`src/rtl/scan_driver.sv`:
```
// Four-digit multiplexed 7-segment scan driver with per-digit blanking window.
// Optional leading-zero blanking is compiled in with `define SCAN_LZB_EN.
module scan_driver #(
    parameter int DIV   = 50000,
    parameter int BLANK = 16
) (
    input  logic       CLK,
    input  logic       RST,
    input  logic       ENABLE,
    input  logic [3:0] CNT,
    output logic [1:0] SELECT,
    output logic [3:0] AN,
    output logic [6:0] SEG
);
    localparam int PW = $clog2(DIV);

    logic [PW-1:0] pcnt;
    logic [PW:0]   pcnt_p1;
    logic          wrap;
    logic          in_blank;
    logic [6:0]    seg_hex;
    logic          suppress;

    assign pcnt_p1  = {1'b0, pcnt} + (PW+1)'(1);
    assign wrap     = (pcnt == PW'(DIV - 1));
    // pcnt < BLANK-1, written without a subtraction that could underflow
    assign in_blank = (pcnt_p1 < (PW+1)'(BLANK));

    always_comb begin
        seg_hex = 7'b1111111;
        case (CNT)
            4'h0: seg_hex = 7'b1000000;
            4'h1: seg_hex = 7'b1111001;
            4'h2: seg_hex = 7'b0100100;
            4'h3: seg_hex = 7'b0110000;
            4'h4: seg_hex = 7'b0011001;
            4'h5: seg_hex = 7'b0010010;
            4'h6: seg_hex = 7'b0000010;
            4'h7: seg_hex = 7'b1111000;
            4'h8: seg_hex = 7'b0000000;
            4'h9: seg_hex = 7'b0010000;
            4'hA: seg_hex = 7'b0001000;
            4'hB: seg_hex = 7'b0000011;
            4'hC: seg_hex = 7'b1000110;
            4'hD: seg_hex = 7'b0100001;
            4'hE: seg_hex = 7'b0000110;
            4'hF: seg_hex = 7'b0001110;
            default: seg_hex = 7'b1111111;
        endcase
    end

`ifdef SCAN_LZB_EN
    logic [3:0] zf;
    logic       zf_above;
    logic       blank_end;

    assign blank_end = (pcnt_p1 == (PW+1)'(BLANK));

    // Higher digits' zero flags are from the previous frame; digit 0 always shows.
    always_comb begin
        zf_above = 1'b1;
        for (int j = 1; j < 4; j++) begin
            if (j > int'(SELECT)) zf_above = zf_above & zf[j];
        end
        suppress = (SELECT != 2'd0) && (CNT == 4'd0) && zf_above;
    end
`else
    assign suppress = 1'b0;
`endif

    always_ff @(posedge CLK) begin
        if (RST) begin
            pcnt   <= '0;
            SELECT <= 2'd0;
            AN     <= 4'b1111;
            SEG    <= 7'b1111111;
`ifdef SCAN_LZB_EN
            zf     <= 4'b1111;
`endif
        end else if (!ENABLE) begin
            AN  <= 4'b1111;
            SEG <= 7'b1111111;
        end else begin
            pcnt <= wrap ? '0 : pcnt + PW'(1);
            if (wrap) SELECT <= SELECT + 2'd1;
            if (in_blank || wrap) begin
                AN  <= 4'b1111;
                SEG <= 7'b1111111;
            end else begin
                AN  <= ~(4'b0001 << SELECT);
                SEG <= suppress ? 7'b1111111 : seg_hex;
            end
`ifdef SCAN_LZB_EN
            if (blank_end) zf[SELECT] <= (CNT == 4'd0);
`endif
        end
    end
endmodule

```
`config.mk`:
```
export PLATFORM = sky130hd
export DESIGN_NAME = scan_driver
export DESIGN_NICKNAME = d
export VERILOG_FILES = /design/src/rtl/scan_driver.sv
export SDC_FILE = /design/constraint.sdc
export NUM_CORES = 1
export LEC_CHECK = 0
export ABC_AREA = 1
export CELL_PAD_IN_SITES_DETAIL_PLACEMENT = 1
export CELL_PAD_IN_SITES_GLOBAL_PLACEMENT = 1
export CORE_ASPECT_RATIO = 0.8
export CORE_UTILIZATION = 25
export CTS_CLUSTER_SIZE = 25
export DETAILED_ROUTE_END_ITERATION = 12
export GPL_TIMING_DRIVEN = 0
export PLACE_DENSITY = 0.55
export SLEW_MARGIN = 25
export SYNTH_ARGS = -nofsm -noshare
export SYNTH_HDL_FRONTEND = slang
export SYNTH_SLANG_ARGS = --single-unit
```
`constraint.sdc`:
```
create_clock -name CLK -period 2 [get_ports CLK]
set_input_delay 0.3 -clock CLK [delete_from_list [all_inputs] [get_ports CLK]]
set_output_delay 0.3 -clock CLK [all_outputs]
set_load 0.03 [all_outputs]
```
==> results.py <==
metrics = {
    "timing": {
        "finalHoldViolations": 0,
        "min_period_ns": 1.82,
        "drv_slew": 0,
        "period_share": 0.911,
        "layout_setup_ws_ns": 0.178,
        "max-slew-margin-rel": 0.618,
        "finalClockSkew_ns": 0.00749,
        "setup_viol": 0,
        "rsz0062_at_grt": "no",
        "max_freq_mhz": 549,
        "tightestPinTransition_ns": 0.574,
    },
    "cts": {
        "root_buffer": "clkbuf_8",
        "clk_pin_slew_ns": 0.07,
        "cts_tree": "built",
        "clk_latency_ns": 0.27,
        "cts_sinks": 29,
        "clockBufferDepth": 2,
        "htreeDepth": 2,
        "hold_buffers": 0,
        "cts_buffers": 5,
    },
    "critical_path": {
        "crit_top_cell": "nand2_1",
        "cp_max_fo": 10,
        "crit_chain": "ha_4 -> nand2_2 -> nor2_4 -> buf_4 -> nand3_1 -> nand2_1 -> nand2_1 -> nor2_1 -> nand2_1 -> nor2_1 -> nand2_2 -> buf_6 -> nand3_2",
        "crit_family": "simple AND/OR/NAND/NOR gates",
        "max_stage_delay_ns": 0.39,
        "required_ns": 2.21,
        "end_kind": "flop",
        "crit_arrival_ns": 2.04,
        "path_buf_inv": 2,
        "start_kind": "flop",
        "critPathSlowestCell": "dfxtp_2",
        "worstSetupPathType": "flop to flop",
    },
    "floorplan": {
        "core_area_um2": 6930,
        "std_cell_rows": 27,
        "die-area_um2": 7550,
        "die_y_um": 77.9,
        "initial_utilization": 0.260,
        "die_width_um": 96.9,
        "pin_count": 20,
    },
    "logic_synthesis": {
        "avgSynthCellArea_um2": 7.23,
        "yosys-top-cells-area": "dfxtp_1 32%, nand2_1 12%, ha_1 7.6%, nand3_2 7.2%, inv_1 5.6%",
        "netlist_instances": 249,
        "synth_cell_type_count": 28,
        "synthesis.area_um2": 1800,
        "ys_seq_area_frac": 0.322,
        "yosysWarningCount": 0,
        "ys_seq_elements": 29,
        "syn_nets": 267,
        "synth_top_area_cell": "dfxtp_1",
        "synthDominantCellAreaShare": 0.322,
    },
    "status": {
        "run_status": "finished, final reports clean",
    },
    "power": {
        "power_frac_clock": 0.421,
        "irDropWorstVdd_v": 0.000235,
        "switching_share": 0.248,
        "switchingPower_w": 0.000291,
        "seqPwrFrac": 0.500,
        "p_int_w": 0.000883,
        "p_per_area_nw_per_um2": 535,
        "p_comb_frac": 0.079,
        "cellLeakagePower_nw": 0.822,
    },
    "drt": {
        "wl_per_cell_um": 14.7,
        "via_count": 1700,
        "postRouteAntennaNets": 0,
        "drt-pass1-iter-count": 4,
        "vias_per_cell": 4.71,
        "drt_iter0_drc": 68,
        "totalWireLength_um": 5310,
        "drc": 0,
    },
    "finish": {
        "nNetsFinal": 292,
        "drive_gt1_frac": 0.150,
        "area_growth_pct": 21.9,
        "instances_no_fill": 361,
        "antenna_cells": 0,
    },
    "grt": {
        "grt_pass1_vias": 1639,
        "grt.total_usage": 0.150,
        "overflow": 0,
        "met1_usage": 0.227,
        "use_met3": 0.0342,
        "grt_start_max_net_pins": 11,
        "grt_first_pass_wirelength_um": 8890,
        "grt_antenna_before_repair": 0,
        "use_met2": 0.208,
        "busiest_layer": "met1",
    },
    "place": {
        "dp.cells": 353,
        "dp.final_hpwl_um": 4090,
        "place_ws_ns": -0.000858,
        "gp_congestion": 0.735,
        "portBuffers": 17,
    },
    "job": {
        "drv_cap": 0,
    },
    "min_path": {
        "hold_path.class": "flop to flop",
    },
}
per-stage QoR:
stage | area, um2 | power [W] | TNS, ns | hold WS, ns | util
after global routing | 2190 | 0.00124 | 0 | 0.534 | 0.317
final | 2190 | 0.00117 | 0 | 0.511 | 0.317
after CTS | 2170 | 0.00120 | 0 | 0.513 | 0.314
after floorplan | 1800 | 0.000653 | 0 | 0.404 | -
after global placement | 2080 | 0.000690 | -0.265 | 0.509 | 0.300
after detailed placement | 2080 | 0.000689 | -0.000858 | 0.504 | 0.300
state kept, by name, indices dropped and copies added (netlist names):
name / flops
AN: 4
SEG: 7
SELECT: 2
pcnt: 16
synthesized netlist by cell type (all sizes together):
master / count
a31oi: 1
nor3: 4
ha: 11
nand2: 62
a21oi: 12
o32ai: 2
nand3: 31
o21ai: 13
nor4: 1
xor2: 2
inv: 28
nor2: 25
o31ai: 3
nand4: 13
clkbuf: 5
a211oi: 2
buf: 3
dfxtp: 29
nand3b: 1
a311oi: 1
layer usage:
metal / routed length (um) / vias to the layer above
met4: 37 / 0
met2: 2110 / 18
met5: 0 / -
li1: - / 880
met1: 3040 / 800
met3: 120 / 2
worst paths after layout:
| path | cells past startpoint | endpoint | startpoint | slack (ns) |
|---|---|---|---|---|
| min reg2reg | 1 | pcnt[0] | pcnt[0] | 0.51 |
| min | 1 | pcnt[0] | pcnt[0] | 0.51 |
| max | 13 | SEG[3] | pcnt[0] | 0.18 |
| max reg2reg | 13 | SEG[3] | pcnt[0] | 0.18 |
area by class of cell:
class                      count  area, um2
fill                         853       4730
multi-input combinational    184       1090
sequential                    29        584
timing repair buffer          18        178
tap                           87        109
inverter                      28        105
clock buffer                   7       86.3
buffer                         8       42.5
layout by cell type, fill, tap and decap left out, drive strengths merged, types with 3 or more instances in the layout:
cell / synthesis / layout
a21oi: 12 / 12
nand4: 13 / 13
nor2: 25 / 25
clkbuf: 5 / 12
o21ai: 13 / 13
nor3: 4 / 4
buf: 3 / 4
o31ai: 3 / 3
clkdlybuf4s50: 0 / 17
nand3: 31 / 31
ha: 11 / 11
nand2: 62 / 62
inv: 28 / 28
dfxtp: 29 / 29
power by group through the flow:
stage                     Sequential, W  Combinational, W  Clock [W]
final                          0.000587         0.0000924   0.000495
after global routing           0.000588          0.000104   0.000554
after CTS                      0.000585         0.0000915   0.000519
after detailed placement       0.000598         0.0000909          0
after global placement         0.000598         0.0000923          0
after floorplan                0.000597         0.0000561          0
cells by family (layout without fill, tap and decap cells):
kind of cell               count (synthesis)  after routing  synth area share
adders and majority gates                 11             11            0.0764
and+or+nand+nor                          137            137             0.401
buffers and inverters                     36             61            0.0820
DFF                                       29             29             0.322
xor gates and xnor gates                   2              2           0.00973
AOI/OAI and AO/OA                         34             34             0.108
what timing repair did:
item | 4_1_cts | 5_1_grt
setup buffers | 1 | 0
endpoints found under the setup margin | 10 | 13
resized for setup | 0 | 7
pin swaps | 1 | 0
No activity file was read; power rests on OpenSTA's default activity.
==> RTL change 1 (same settings) <==
`DIV`: 50000 -> 25000.
--- a/src/rtl/scan_driver.sv
+++ b/src/rtl/scan_driver.sv
@@ -3,3 +3,3 @@
 module scan_driver #(
-    parameter int DIV   = 50000,
+    parameter int DIV   = 25000,
     parameter int BLANK = 16
Formal check against the unedited RTL: same outputs for any inputs over 10 cycles, from zero or initial values and one cycle with RST high; that may be too few to reach the edited logic, so the function may still have changed.
==> RTL change 1 against the original RTL <==
- global-route usage decreased by 0.85 points
- utilization shrank 0.37 points
- power shrank 5.3%
- critical path depth is 5 lower
- final area down 8.6%
- die area is 7.4% lower
- critical path type unchanged
- synthesized area down 7.6%
- wire length decreased by 12%
- sequential cell count is 1 lower
- setup slack worse by 0.016 ns
- via count down 8.9%
==> RTL change 1: results (changes against the original RTL) <==
status: "finished, final reports clean"
dp_cells: 328  # -7.1%
synthAdderAreaFrac_pct: 8.271  # +0.63 points
cp.arrival_ns: 2.01  # -0.03 ns
placed_area_sq_um: 1929  # -7.2%
ff2ff_path_depth: 8  # -5
grt_max_degree: 17  # +6
dpl.hpwl_mm: 3.615  # -12%
grt_pass1_vias: 1520  # -7.3%
synth_compound_area_share_pct: 11.58  # +0.74 points
vias_per_cell: 4.663  # -0.99%
syn_nets: 246  # -7.9%
nNetsFinal: 267  # -8.6%
hold_class: "in2reg"
drive_above_1_share_pct: 13.71  # -1.3 points
reg_top3: "pcnt (15), SEG (7), AN (4)"
cts_buffers: 3  # -2
clock_latency_ns: 0.29  # +0.02 ns
synth-xor-area-share_pct: 0.5263  # -0.45 points
synth_area_per_cell_sq_um: 7.299  # +0.94%
drt-initial-drc-count: 60  # -12%
drt-wirelength-per-cell_um: 14.00  # -4.8%
clock_skew_ns: 0.01164  # +0.004149 ns
synth_area_leaders: "dfxtp_1 34%, nand2_1 11%, ha_1 8.3%"
relSlewSlack_pct: 67.53  # +5.8 points
synth_cell_types: 27  # -3.6%
dp_slack_ns: 0.06078  # +0.06164 ns
p_leak_nw: 0.7630  # -7.2%
synth_commonest_cells: "49 x nand2_1, 28 x dfxtp_1, 24 x nand3_1"
path_clk_slew_ns: 0.11  # +0.04 ns
portBuffers: 16  # -1
irDropWorstVdd_mv: 0.2385  # +1.6%
cts.htree.levels: 1  # -1
finalWirelength_mm: 4.647  # -12%
## RTL change 1: per-layer routing
metal	vias up	global-route usage [%]	part of all wire, %
met2	17	20.75	40
met4	0	3.419	0.99
li1	802	-	-
met5	-	0	0
met1	725	21.26	56
met3	4	2.828	2.6
## RTL change 1: final timing paths
check                             from               endpoint  slack (ns)
setup / recovery  pcnt[0]$_SDFFE_PP0P_      SEG[2]$_SDFF_PP1_        0.16
hold / removal                  ENABLE  pcnt[13]$_SDFFE_PP0P_        0.35
setup reg to reg  pcnt[0]$_SDFFE_PP0P_      SEG[2]$_SDFF_PP1_        0.16
hold reg to reg   pcnt[1]$_SDFFE_PP0P_   pcnt[1]$_SDFFE_PP0P_        0.53
## RTL change 1: repair_timing
item	in CTS	in global routing
buffers inserted	0	0
endpoints found under the setup margin	0	18
resized for setup	0	2
## RTL change 1: cells by family after synthesis
kind of cell	Yosys count
AO/OA/AOI/OAI	34
XOR/XNOR	1
adder cells (fa/ha/maj)	11
buffers and inverters	30
flip-flops	28
AND/OR/NAND/NOR	124
## RTL change 1: area by class of cell
class	instances	area [sq um]
fill	776	4402
clock buffer	3	41.29
clock inverter	1	30.03
tap	84	105.1
timing repair buffer	16	160.2
multi-input combinational	170	984.7
sequential	28	560.5
buffer	6	35.03
inverter	24	90.09
## RTL change 1: power breakdown
part / leakage (nW) / total, mW / internal, mW / switching (mW)
Clock: 0.0357 / 0.463 / 0.269 / 0.194
Combinational: 0.501 / 0.0854 / 0.0252 / 0.0602
Sequential: 0.226 / 0.564 / 0.561 / 0.00371
Total: 0.763 / 1.11 / 0.855 / 0.258
==> RTL change 2 (same flow settings) <==
Made on the original files. One comparison of `pcnt` changes from == to >=.
--- a/src/rtl/scan_driver.sv
+++ b/src/rtl/scan_driver.sv
@@ -24,3 +24,3 @@
     assign pcnt_p1  = {1'b0, pcnt} + (PW+1)'(1);
-    assign wrap     = (pcnt == PW'(DIV - 1));
+    assign wrap     = (pcnt >= PW'(DIV - 1));
     // pcnt < BLANK-1, written without a subtraction that could underflow
Formal check against the unedited RTL: same outputs for any inputs over 10 cycles, from zero or initial values and one cycle with RST high; that may be too few to reach the edited logic, so the function may still have changed.
==> RTL change 2 against the original RTL <==
- power increased by 13%
- synthesized cell count is 4.4% lower
- setup slack got worse by 0.0014 ns
- non-clock buffer count shrank 4
- critical path depth decreased by 4
- final area down 2.7%
- wire length down 16%
- sequential cell count unchanged
- synthesized area decreased by 3.9%
- fmax hardly changed
- die area is 3.8% lower
- combinational power decreased by 6.2%
- critical path type unchanged
==> RTL change 2: results (changes against the original RTL) <==
slowest_stage: "dfxtp_1"
synth_commonest_cells: "62 x nand2_1, 29 x dfxtp_1, 26 x inv_1"
grt.total_usage_pct: 13.43  # -1.6 points
grt_pass1_vias: 1542  # -5.9%
via_count: 1566  # -7.9%
worst-path-max-fanout: 10  # unchanged
drtPass1Iterations: 4  # unchanged
irDropWorstVdd_mv: 0.2321  # -1.2%
synthArstFlopShare_pct: 0  # unchanged
nNetsFinal: 280  # -4.1%
critPathMaxStageDelay_ns: 0.41  # +0.02 ns
postCtsSetupBuffers: 0  # -1
synth_top_flop_cell: "dfxtp_1"
status: "finished, final reports clean"
placed_area_sq_um: 2006  # -3.5%
holdWs_ns: 0.4264  # -0.08427 ns
r2r_start: "pcnt[1]$_SDFFE_PP0P_"
grt_first_pass_wirelength_mm: 7.562  # -15%
rrSetupSlack_ns: 0.18
antennaDiodeCount: 0  # unchanged
hold_class: "in2reg"
synth_area_per_cell_sq_um: 7.271  # +0.55%
syn_nets: 256  # -4.1%
synth_area_leaders: "dfxtp_1 34%, nand2_1 13%, ha_1 8.0%"
routabilityCongestion: 0.7486  # +1.8%
dp_cells: 339  # -4.0%
relSlewSlack_pct: 72.43  # +11 points
fillers: 820  # -3.9%
dpl.hpwl_mm: 3.435  # -16%
vias_per_cell: 4.513  # -4.2%
p_seq_share_pct: 43.9  # -6.1 points
worstReg2RegEnd: "pcnt[12]$_SDFFE_PP0P_"
drive_above_1_share_pct: 13.31  # -1.7 points
cp.arrival_ns: 1.99  # -0.05 ns
reg_top3: "pcnt (16), SEG (7), AN (4)"
cp-start-kind: "flop"
grt_max_degree: 11  # unchanged
ys_seq_area_share_pct: 33.55  # +1.3 points
p_comb_mw: 0.0867  # -6.2%
holdPathStages: 3  # +2
clock_latency_ns: 0.29  # +0.02 ns
dp_slack_ns: 0.07833  # +0.07919 ns
drt-initial-drc-count: 49  # -28%
period_minus_slack_ns: 1.823  # +0.001400 ns
portBuffers: 17  # unchanged
p_leak_nw: 0.8655  # +5.2%
clock_skew_ns: 0.01174  # +0.004252 ns
min-delay-start: "ENABLE"
p_sw_share_pct: 23.69  # -1.1 points
synth_cell_types: 26  # -7.1%
cts.repair.resized: 0  # unchanged
seq_power_mw: 0.584
ff2ff_path_depth: 9  # -4
cts_buffers: 5  # unchanged
finalWirelength_mm: 4.447  # -16%
cts.htree.levels: 2  # unchanged
path_clk_slew_ns: 0.08
==> RTL change 2: kinds of logic (layout without fill, tap and decap cells) <==
group,Yosys count,in the layout,synth area share (%)
simple gates,128,128,37.96
buf+inv,33,58,7.737
xor+xnor,4,4,2.024
compound gates,33,33,10.77
flops,29,29,33.55
fa+ha+maj,11,11,7.954
==> RTL change 2: how the worst max path moves through the flow <==
| stage | endpoint | slack (ns) | cells past startpoint |
|---|---|---|---|
| after CTS | SEG[1]$_SDFF_PP1_ | 0.01 | 10 |
| after detailed placement | SEG[1]$_SDFF_PP1_ | 0.08 | 10 |
| after global placement | SEG[4]$_SDFF_PP1_ | 0.11 | 10 |
| after floorplan | SEG[0]$_SDFF_PP1_ | 0.37 | 10 |
| final | pcnt[12]$_SDFFE_PP0P_ | 0.18 | 9 |
| after global routing | SEG[0]$_SDFF_PP1_ | 0.01 | 10 |
==> RTL change 2: layout make-up <==
| type | instances | area [sq um] | area share (%) |
|---|---|---|---|
| multi-input cells | 176 | 1016 | 47.60 |
| flip-flops and latches | 29 | 580.6 | 27.20 |
| repair buffers | 17 | 170.2 | 7.972 |
| inverters | 28 | 105.1 | 4.924 |
| well taps | 84 | 105.1 | 4.924 |
| clock buffers | 6 | 82.58 | 3.869 |
| clock inverters | 2 | 37.54 | 1.758 |
| plain buffers | 5 | 37.54 | 1.758 |
==> RTL change 2: worst min-delay path: cells and delay by family <==
kind	cells	cell delay (ns)
simple gates	1	0.12
compound gates	1	0.05
buf+inv	1	0.20
==> RTL change 2: routing by layer <==
| metal | global-route usage (%) | share of wire (%) |
|---|---|---|
| met1 | 19.75 | 55 |
| met2 | 18.92 | 41 |
| met3 | 3.593 | 2.5 |
| met4 | 3.636 | 1.1 |
| met5 | 0 | 0 |
